==> config.mk <==
export PLATFORM = sky130hd
export DESIGN_NAME = fir_stream_filter
export DESIGN_NICKNAME = d
export VERILOG_FILES = /design/src/rtl/fir_stream_filter.sv
export SDC_FILE = /design/constraint.sdc
export NUM_CORES = 2
export LEC_CHECK = 0
export BUFFER_PORTS_ARGS = -buffer_cell sky130_fd_sc_hd__buf_2
export CAP_MARGIN = 5
export CELL_PAD_IN_SITES_DETAIL_PLACEMENT = 2
export CELL_PAD_IN_SITES_GLOBAL_PLACEMENT = 2
export CORE_MARGIN = 2
export CORE_UTILIZATION = 36
export DETAILED_ROUTE_END_ITERATION = 8
export GPL_TIMING_DRIVEN = 0
export HOLD_SLACK_MARGIN = 0.03
export PLACE_DENSITY = 0.78
export SETUP_SLACK_MARGIN = 0.2
export SLEW_MARGIN = 15
export SYNTH_ARGS = -nofsm -noshare
export SYNTH_HDL_FRONTEND = slang
export SYNTH_SLANG_ARGS = --single-unit
==> constraint.sdc <==
create_clock -name aclk -period 8.3 [get_ports aclk]
set_input_delay 1.66 -clock aclk [delete_from_list [all_inputs] [get_ports aclk]]
set_output_delay 1.66 -clock aclk [all_outputs]
set_load 0.02 [all_outputs]
==> src/rtl/fir_stream_filter.sv <==
// Time-multiplexed FIR: one multiplier, serial MAC over TAPS cycles, AXI-stream in/out, loadable coefficients.
// Optional FIR_OUT_SAT_EN: saturate instead of wrap when OUT_W is narrower than the accumulator.
module fir_stream_filter #(
   parameter int DATA_W = 16,
   parameter int COEF_W = 16,
   parameter int TAPS   = 8,
   parameter int OUT_W  = 40
) (
   input  logic                     aclk,
   input  logic                     areset,
   input  logic                     s_axis_data_tvalid,
   output logic                     s_axis_data_tready,
   input  logic signed [DATA_W-1:0] s_axis_data_tdata,
   output logic                     m_axis_data_tvalid,
   input  logic                     m_axis_data_tready,
   output logic signed [OUT_W-1:0]  m_axis_data_tdata,
   input  logic                     coef_wr_en,
   input  logic [$clog2(TAPS)-1:0]  coef_wr_addr,
   input  logic signed [COEF_W-1:0] coef_wr_data,
   output logic                     coef_wr_ready
);
   localparam int AW     = $clog2(TAPS);
   localparam int PROD_W = DATA_W + COEF_W;
   localparam int ACC_W  = PROD_W + AW;

   typedef enum logic [1:0] {IDLE, MAC, HOLD} state_t;

   state_t                   state_q, state_d;
   logic signed [DATA_W-1:0] x_q    [TAPS];
   logic signed [DATA_W-1:0] x_d    [TAPS];
   logic signed [COEF_W-1:0] coef_q [TAPS];
   logic signed [COEF_W-1:0] coef_d [TAPS];
   logic signed [ACC_W-1:0]  acc_q, acc_d;
   logic [AW-1:0]            tapIdx_q, tapIdx_d;
   logic signed [OUT_W-1:0]  outData_q, outData_d;

   logic signed [PROD_W-1:0] product;
   logic signed [ACC_W-1:0]  accSum;
   logic signed [OUT_W-1:0]  accFit;
   logic                     lastTap;
   logic                     addrInRange;
   logic                     inIdle;

   assign product = PROD_W'(x_q[tapIdx_q]) * PROD_W'(coef_q[tapIdx_q]);
   assign accSum  = acc_q + ACC_W'(product);
   assign lastTap = (tapIdx_q == AW'(TAPS - 1));

   assign inIdle             = (state_q == IDLE) && !areset;
   assign s_axis_data_tready = inIdle;
   assign coef_wr_ready      = inIdle;
   assign m_axis_data_tvalid = (state_q == HOLD);
   assign m_axis_data_tdata  = outData_q;

   // Addresses only need a range check when TAPS leaves unused codes in the address field.
   generate
      if (TAPS == (1 << AW)) begin : gAddrFull
         assign addrInRange = 1'b1;
      end else begin : gAddrPart
         assign addrInRange = (coef_wr_addr < AW'(TAPS));
      end

      if (OUT_W >= ACC_W) begin : gOutExt
         assign accFit = OUT_W'(accSum);
      end else begin : gOutNarrow
`ifdef FIR_OUT_SAT_EN
         logic [ACC_W-OUT_W:0] headBits;
         assign headBits = accSum[ACC_W-1:OUT_W-1];
         always_comb begin
            accFit = accSum[OUT_W-1:0];
            if (!((&headBits) || !(|headBits))) begin
               accFit = accSum[ACC_W-1] ? {1'b1, {(OUT_W-1){1'b0}}} : {1'b0, {(OUT_W-1){1'b1}}};
            end
         end
`else
         assign accFit = OUT_W'(accSum);
`endif
      end
   endgenerate

   always_comb begin
      state_d   = state_q;
      x_d       = x_q;
      coef_d    = coef_q;
      acc_d     = acc_q;
      tapIdx_d  = tapIdx_q;
      outData_d = outData_q;
      case (state_q)
         IDLE: begin
            if (s_axis_data_tvalid) begin
               x_d[0] = s_axis_data_tdata;
               for (int k = 1; k < TAPS; k++) begin
                  x_d[k] = x_q[k-1];
               end
               acc_d    = '0;
               tapIdx_d = '0;
               state_d  = MAC;
            end
         end
         MAC: begin
            acc_d    = accSum;
            tapIdx_d = tapIdx_q + AW'(1);
            if (lastTap) begin
               outData_d = accFit;
               state_d   = HOLD;
            end
         end
         HOLD: begin
            if (m_axis_data_tready) begin
               state_d = IDLE;
            end
         end
         default: state_d = IDLE;
      endcase
      // A write in the accept cycle lands before the first MAC cycle, so that sample sees it.
      if (coef_wr_en && inIdle && addrInRange) begin
         coef_d[coef_wr_addr] = coef_wr_data;
      end
   end

   always_ff @(posedge aclk) begin
      if (areset) begin
         state_q   <= IDLE;
         acc_q     <= '0;
         tapIdx_q  <= '0;
         outData_q <= '0;
         for (int k = 0; k < TAPS; k++) begin
            x_q[k]    <= '0;
            coef_q[k] <= '0;
         end
      end else begin
         state_q   <= state_d;
         x_q       <= x_d;
         coef_q    <= coef_d;
         acc_q     <= acc_d;
         tapIdx_q  <= tapIdx_d;
         outData_q <= outData_d;
      end
   end

endmodule

### Word level (Yosys, flattened, before mapping)

Index checks and enable logic that the tools add are counted.

* add/sub/neg operators: 2
* multipliers: 1
* $lt $le $gt $ge: 3
* equal/unequal tests: 6
* mux-type cells: 17
* bitwise gates (word level): 2
* reductions and logical operators: 10

Operators by type and width (count)
* 128-bit bitwise mux: 1
* 16-bit binary-select mux with 3-bit select: 2
* 16-bit 2-to-1 mux: 5
* 35-bit case mux with 2 select lines: 1
* 16-bit demux with 3-bit select: 1
* 35-bit by 32-bit adder with 35-bit output: 1
* 35-bit 2-to-1 mux: 1
* 16-bit by 16-bit multiplier with 32-bit output: 1
* 4-bit greater-or-equal comparator (second input constant): 2
* 3-bit inverter with 4-bit output: 2
* 2-bit 2-to-1 mux: 3
* 2-bit case mux with 3 select lines: 1
* 3-bit case mux with 2 select lines: 1
* 2-bit AND reduction: 3
* 4-bit by 1-bit less-than comparator with 1-bit output (second input constant): 1
* 2-bit != test (second input constant): 2
* 3-bit by 1-bit adder with 3-bit output (second input constant): 1
* 3-bit == test (second input constant): 1
* 1-bit logical AND: 3
* 3-bit 2-to-1 mux: 1
* 3-bit AND reduction: 1
* 2-bit by 1-bit == test with 1-bit output (second input constant): 1
* 2-bit == test (second input constant): 1
* 2-bit zero test: 1
* other kinds (3): 3

* bits in registers: 331
* input bits: 40
* output and inout bits: 43
* logic and storage cells: 61

### Depth between registers and ports, before layout

* depth in word-level cells: 7
* mapped depth: 28
* mapped depth without buffers: 25

### Least setup slack after synthesis

OpenSTA, ideal clock, no wires.

* path kind: register -> register
* from: reg tapIdx_q[0]
* to: reg outData_q[31], in the netlist m_axis_data_tdata[31]
* library setup time: 0.062 ns
* arrival time: 7.724 ns
* required time: 8.238 ns
* slack: 0.514 ns
* cell stages (with the launch flop): 27
* path buffers: 3
* clock period less this slack: 7.786 ns
* cell sequence: dfxtp_1 > buf_2 > buf_1 > clkbuf_1 > mux4_2 > mux2i_1 > nor2_1 > fa_1 > inv_1 > fa_1 > fa_1 > inv_1 > fa_1 > fa_1 > inv_1 > fa_1 > inv_1 > ha_1 > and3_1 > and3_1 > or3b_1 > a2111o_1 > a21bo_1 > nand2_2 > a21oi_2 > or4_1 > nand3_1

* word-level cells in the longest chain between the ends: 6
* elaborated cells on any way between the ends: 11
* classes of those cells: 1 x add/sub; 1 x mul; 1 x eq/ne; 6 x mux; 1 x bitwise; 1 x reduce/logical

RTL lines
* start: declaration: line 34 `logic [AW-1:0] tapIdx_q, tapIdx_d;`
* start signal: assignment: line 135 `tapIdx_q <= tapIdx_d;`
* 3-bit inverter with 4-bit output (not written as such): line 44 `assign product = PROD_W'(x_q[tapIdx_q]) * PROD_W'(coef_q[tapIdx_q]);`
* 16-bit binary-select mux with 3-bit select: line 44
* 16-bit 2-to-1 mux (not written as such) (2 in series): line 44
* 16-bit by 16-bit multiplier with 32-bit output: line 44
* 35-bit by 32-bit adder with 35-bit output: line 45 `assign accSum = acc_q + ACC_W'(product);`
* end signal: assignment: line 136 `outData_q <= outData_d;`
* end: declaration: line 35 `logic signed [OUT_W-1:0] outData_q, outData_d;`

Parallel ways exist; a longest one is shown, timed or not. The select of a mux whose other input is x is not followed.
A chain may end at the register's enable or synchronous reset.

### Final worst setup path

Ends and elaborated chain as after synthesis.

==> summary.md <==
| Metric | Value |
|---|---|
| Syn_nets | approximately 3300 |
| EDFF count, synth | 0 |
| Yosys warns | 0 |
| Final Max Tran Viols | 0 |
| Maxcap violations | 0 |
| Pwr/cell area | between 100 and 150 nW/um^2 |
| Detail-routed net length per standard cell | 24.9 um |
| Finished Core Util | 42.2% |
| Clk_skew | between 20 and 25 ps |
| Seq/Total Area, Yosys | a little over a quarter |
| Relative slew slack | roughly 21% |
| Vias | 20761 |
| Critical setup path kind | reg -> reg |
| Dpl hpwl | between 70 and 80 mm |
| Vias in the first global route | between 20000 and 25000 |
| Final ANT Viol Nets | 0 |
| Std cell rows | 95 |
| Nets | roughly 3400 |
| Clock tree root driver cell | clkbuf_16 |
| Yosys reg bits | ~330 |
| Die Height | 266 um |
| Drt first pass iters | 7 |
| DRC | 0 |
| Routability cong. | around 0.86 |
| Type of origin of the critical path | flop |
| Yosys cell types | 55 |
| Initial Util | a little over a third |
| Asr flop ratio synth | 0% |
| Worst skew pair latency | 590 ps |
| RSZ-0062 raised after global routing | false |
| Routed wire length | 96.3 mm |
| Die area | roughly 71000 sq um |
| Most common cell after layout, fill and taps aside | nand2_1 |
| Slew at the pin closest to its max-slew limit | about 1200 ps |
| H-tree Lvls | 2 |
| Status | finished clean |
| Synthesized cell area | between 20000 and 25000 sq um |
| Global-route wire length before repair | ~150 mm |
| Slowest CP cell | fa_2 |
| Max Root-Sink Buffers | 3 |
| I/O Buffers | 66 |
| Final setup viols | 0 |
| Detailed router's first-iteration violation count | approximately 1000 |
| Leakage | approximately 0.012 uW |
| Total Power | 3900 uW |
| GRT Overall Usage | 27.3% |
| Tmin final | 7940 ps |
| CTS tree | built |
| Delay-heaviest family, CP | adder cells |
| Synth-to-layout area growth | 15.5% |
| Synthesized instance count | 2805 |
| Core area | just under 70000 sq um |
| Peak VDD IR | between 100 and 150 uV |
| Mean post-synth cell area | 8.80 sq um |
| Die width | between 200 and 300 um |
| Final Hold Viols | 0 |
| Fillers | between 7000 and 8000 |
| Max Clock Freq | 0.126 GHz |
| Initial antenna violation count | 2 |
| Grt total ovfl | 0 |
| Setup crit end kind | flop |
| Clock slew at reported path FFs | 60 ps |
| Top FF cell, synth | dfxtp_1 |
| Critical Path Max Stage Delay | 660 ps |
| Multi-input logic area | 16400 sq um |
| Buf/Inv on CP | 7 |
| Largest net degree at the start of global routing | 18 |
| Critical Path AT | 8470 ps |
| Most frequent cells in the layout | 693 x nand2_1, 349 x inv_1, 329 x dfxtp_1 |
| Max FO, Critical Path | 11 |
| Worst min path class | reg -> reg |
| Clock tree sinks | 331 |
| TritonCTS Buffers | between 40 and 50 |
| Fraction of layout cells with a size suffix above 1 | ~13% |
| Vias/cell | approximately 5.4 |
| Fin crit share | 95.6% |
| Worst path most repeated cell | fa_1 |
| Register area | between 6000 and 7000 sq um |
| Num ports | 83 |
| Critical path data required time | roughly 8800 ps |
## stage by stage
| step | instance area [sq um] | setup WS [ps] | hold WS, ps | std cells | setup TNS, ps |
|---|---|---|---|---|---|
| final | 28500 | 364 | 451 | 3864 | 0 |
| after detailed placement | 26100 | -1810 | 448 | 3746 | -54700 |
| after floorplan | 24700 | 514 | 432 | 2805 | 0 |
| after global placement | 26100 | -1440 | 438 | 3744 | -41220 |
| after CTS | 28100 | 175 | 457 | 3840 | 0 |
| after global routing | 28500 | 154 | 477 | 3863 | 0 |
## per-layer routing
layer | vias up | global-route usage (%) | share of wire [%]
met4 | 2 | 10.1 | 3.9
met3 | 177 | 3.32 | 3.8
met1 | 10885 | 33.5 | 42
met2 | 495 | 49.0 | 51
li1 | 9202 | - | -
met5 | - | 0 | 0.013
## power by group
part / switching [uW] / internal (uW) / leakage, uW
Combinational: 298 / 133 / 0.00869
Clock: 773 / 1080 / 0.000667
Sequential: 15.0 / 1610 / 0.00267
Total: 1090 / 2820 / 0.0120
## cells by family after synthesis
| family | share of synthesized area (%) |
|---|---|
| flip-flops | 26.9 |
| buffers and inverters | 8.14 |
| XOR/XNOR | 1.31 |
| multiplexers | 8.08 |
| AND/OR/NAND/NOR | 15.7 |
| adder cells (fa/ha/maj) | 30.5 |
| AO/OA/AOI/OAI | 9.38 |
## flip-flops by register name, summed over array words and instances, names as in the netlist
register	count
m_axis_data_tdata	35
coef_q	128
state_q	2
x_q	128
acc_q	35
tapIdx_q	3
## Yosys cell counts (all sizes together) (10+ instances only)
cell type / number / area [sq um]
nor2: 168 / 631
a22o: 13 / 114
o21ai: 19 / 95.1
xnor2: 28 / 245
a21oi: 331 / 1660
nand3: 32 / 160
nand2b: 10 / 62.6
inv: 350 / 1310
and3: 11 / 68.8
clkbuf: 131 / 492
mux2: 23 / 259
nor2b: 10 / 62.6
fa: 310 / 6210
nand2: 694 / 2610
dfxtp: 331 / 6630
ha: 106 / 1330
a21o: 12 / 90.1
mux4: 64 / 1440
buf: 35 / 203
mux2i: 29 / 294
## timing repair
action                                  4_1_cts  5_1_grt
pin swaps                                     3        6
setup buffers                                20       22
gates resized for setup                     123       67
hold buffers                                  0        0
gates cloned                                  0        1
endpoints found under the setup margin       49       29
## worst register-to-register path: stages, from the launching register on
cell	delay (ps)
dfxtp_4	380
buf_12	160
buf_16	200
clkbuf_16	180
mux4_2	570
mux2i_4	250
nor2_1	170
fa_2	660
inv_1	100
fa_1	490
fa_1	540
inv_1	70
fa_1	490
fa_1	520
inv_1	60
fa_1	470
inv_1	60
ha_4	290
and3_1	190
and3_1	180
or3b_4	410
a2111o_1	490
a21bo_1	230
nand2_2	70
a21oi_2	80
or4_1	500
nand3_1	100
## cell type report
cell class | count | share of cell area (%)
timing repair buffer | 111 | 2.58
inverter | 350 | 4.61
multi-input combinational | 1958 | 57.7
buffer | 166 | 3.27
tap | 873 | 3.83
sequential | 331 | 23.3
clock buffer | 61 | 4.25
clock inverter | 13 | 0.514
antenna | 1 | 0.00878
## final timing paths
kind | startpoint | end | slack (ps) | cells after the start
setup reg to reg | tapIdx_q[0] | m_axis_data_tdata[31] | 360 | 26
setup / recovery | tapIdx_q[0] | m_axis_data_tdata[31] | 360 | 26
hold / removal | m_axis_data_tdata[2] | m_axis_data_tdata[2] | 450 | 2
hold reg to reg | m_axis_data_tdata[2] | m_axis_data_tdata[2] | 450 | 2
(Power assumes the default switching activity.)
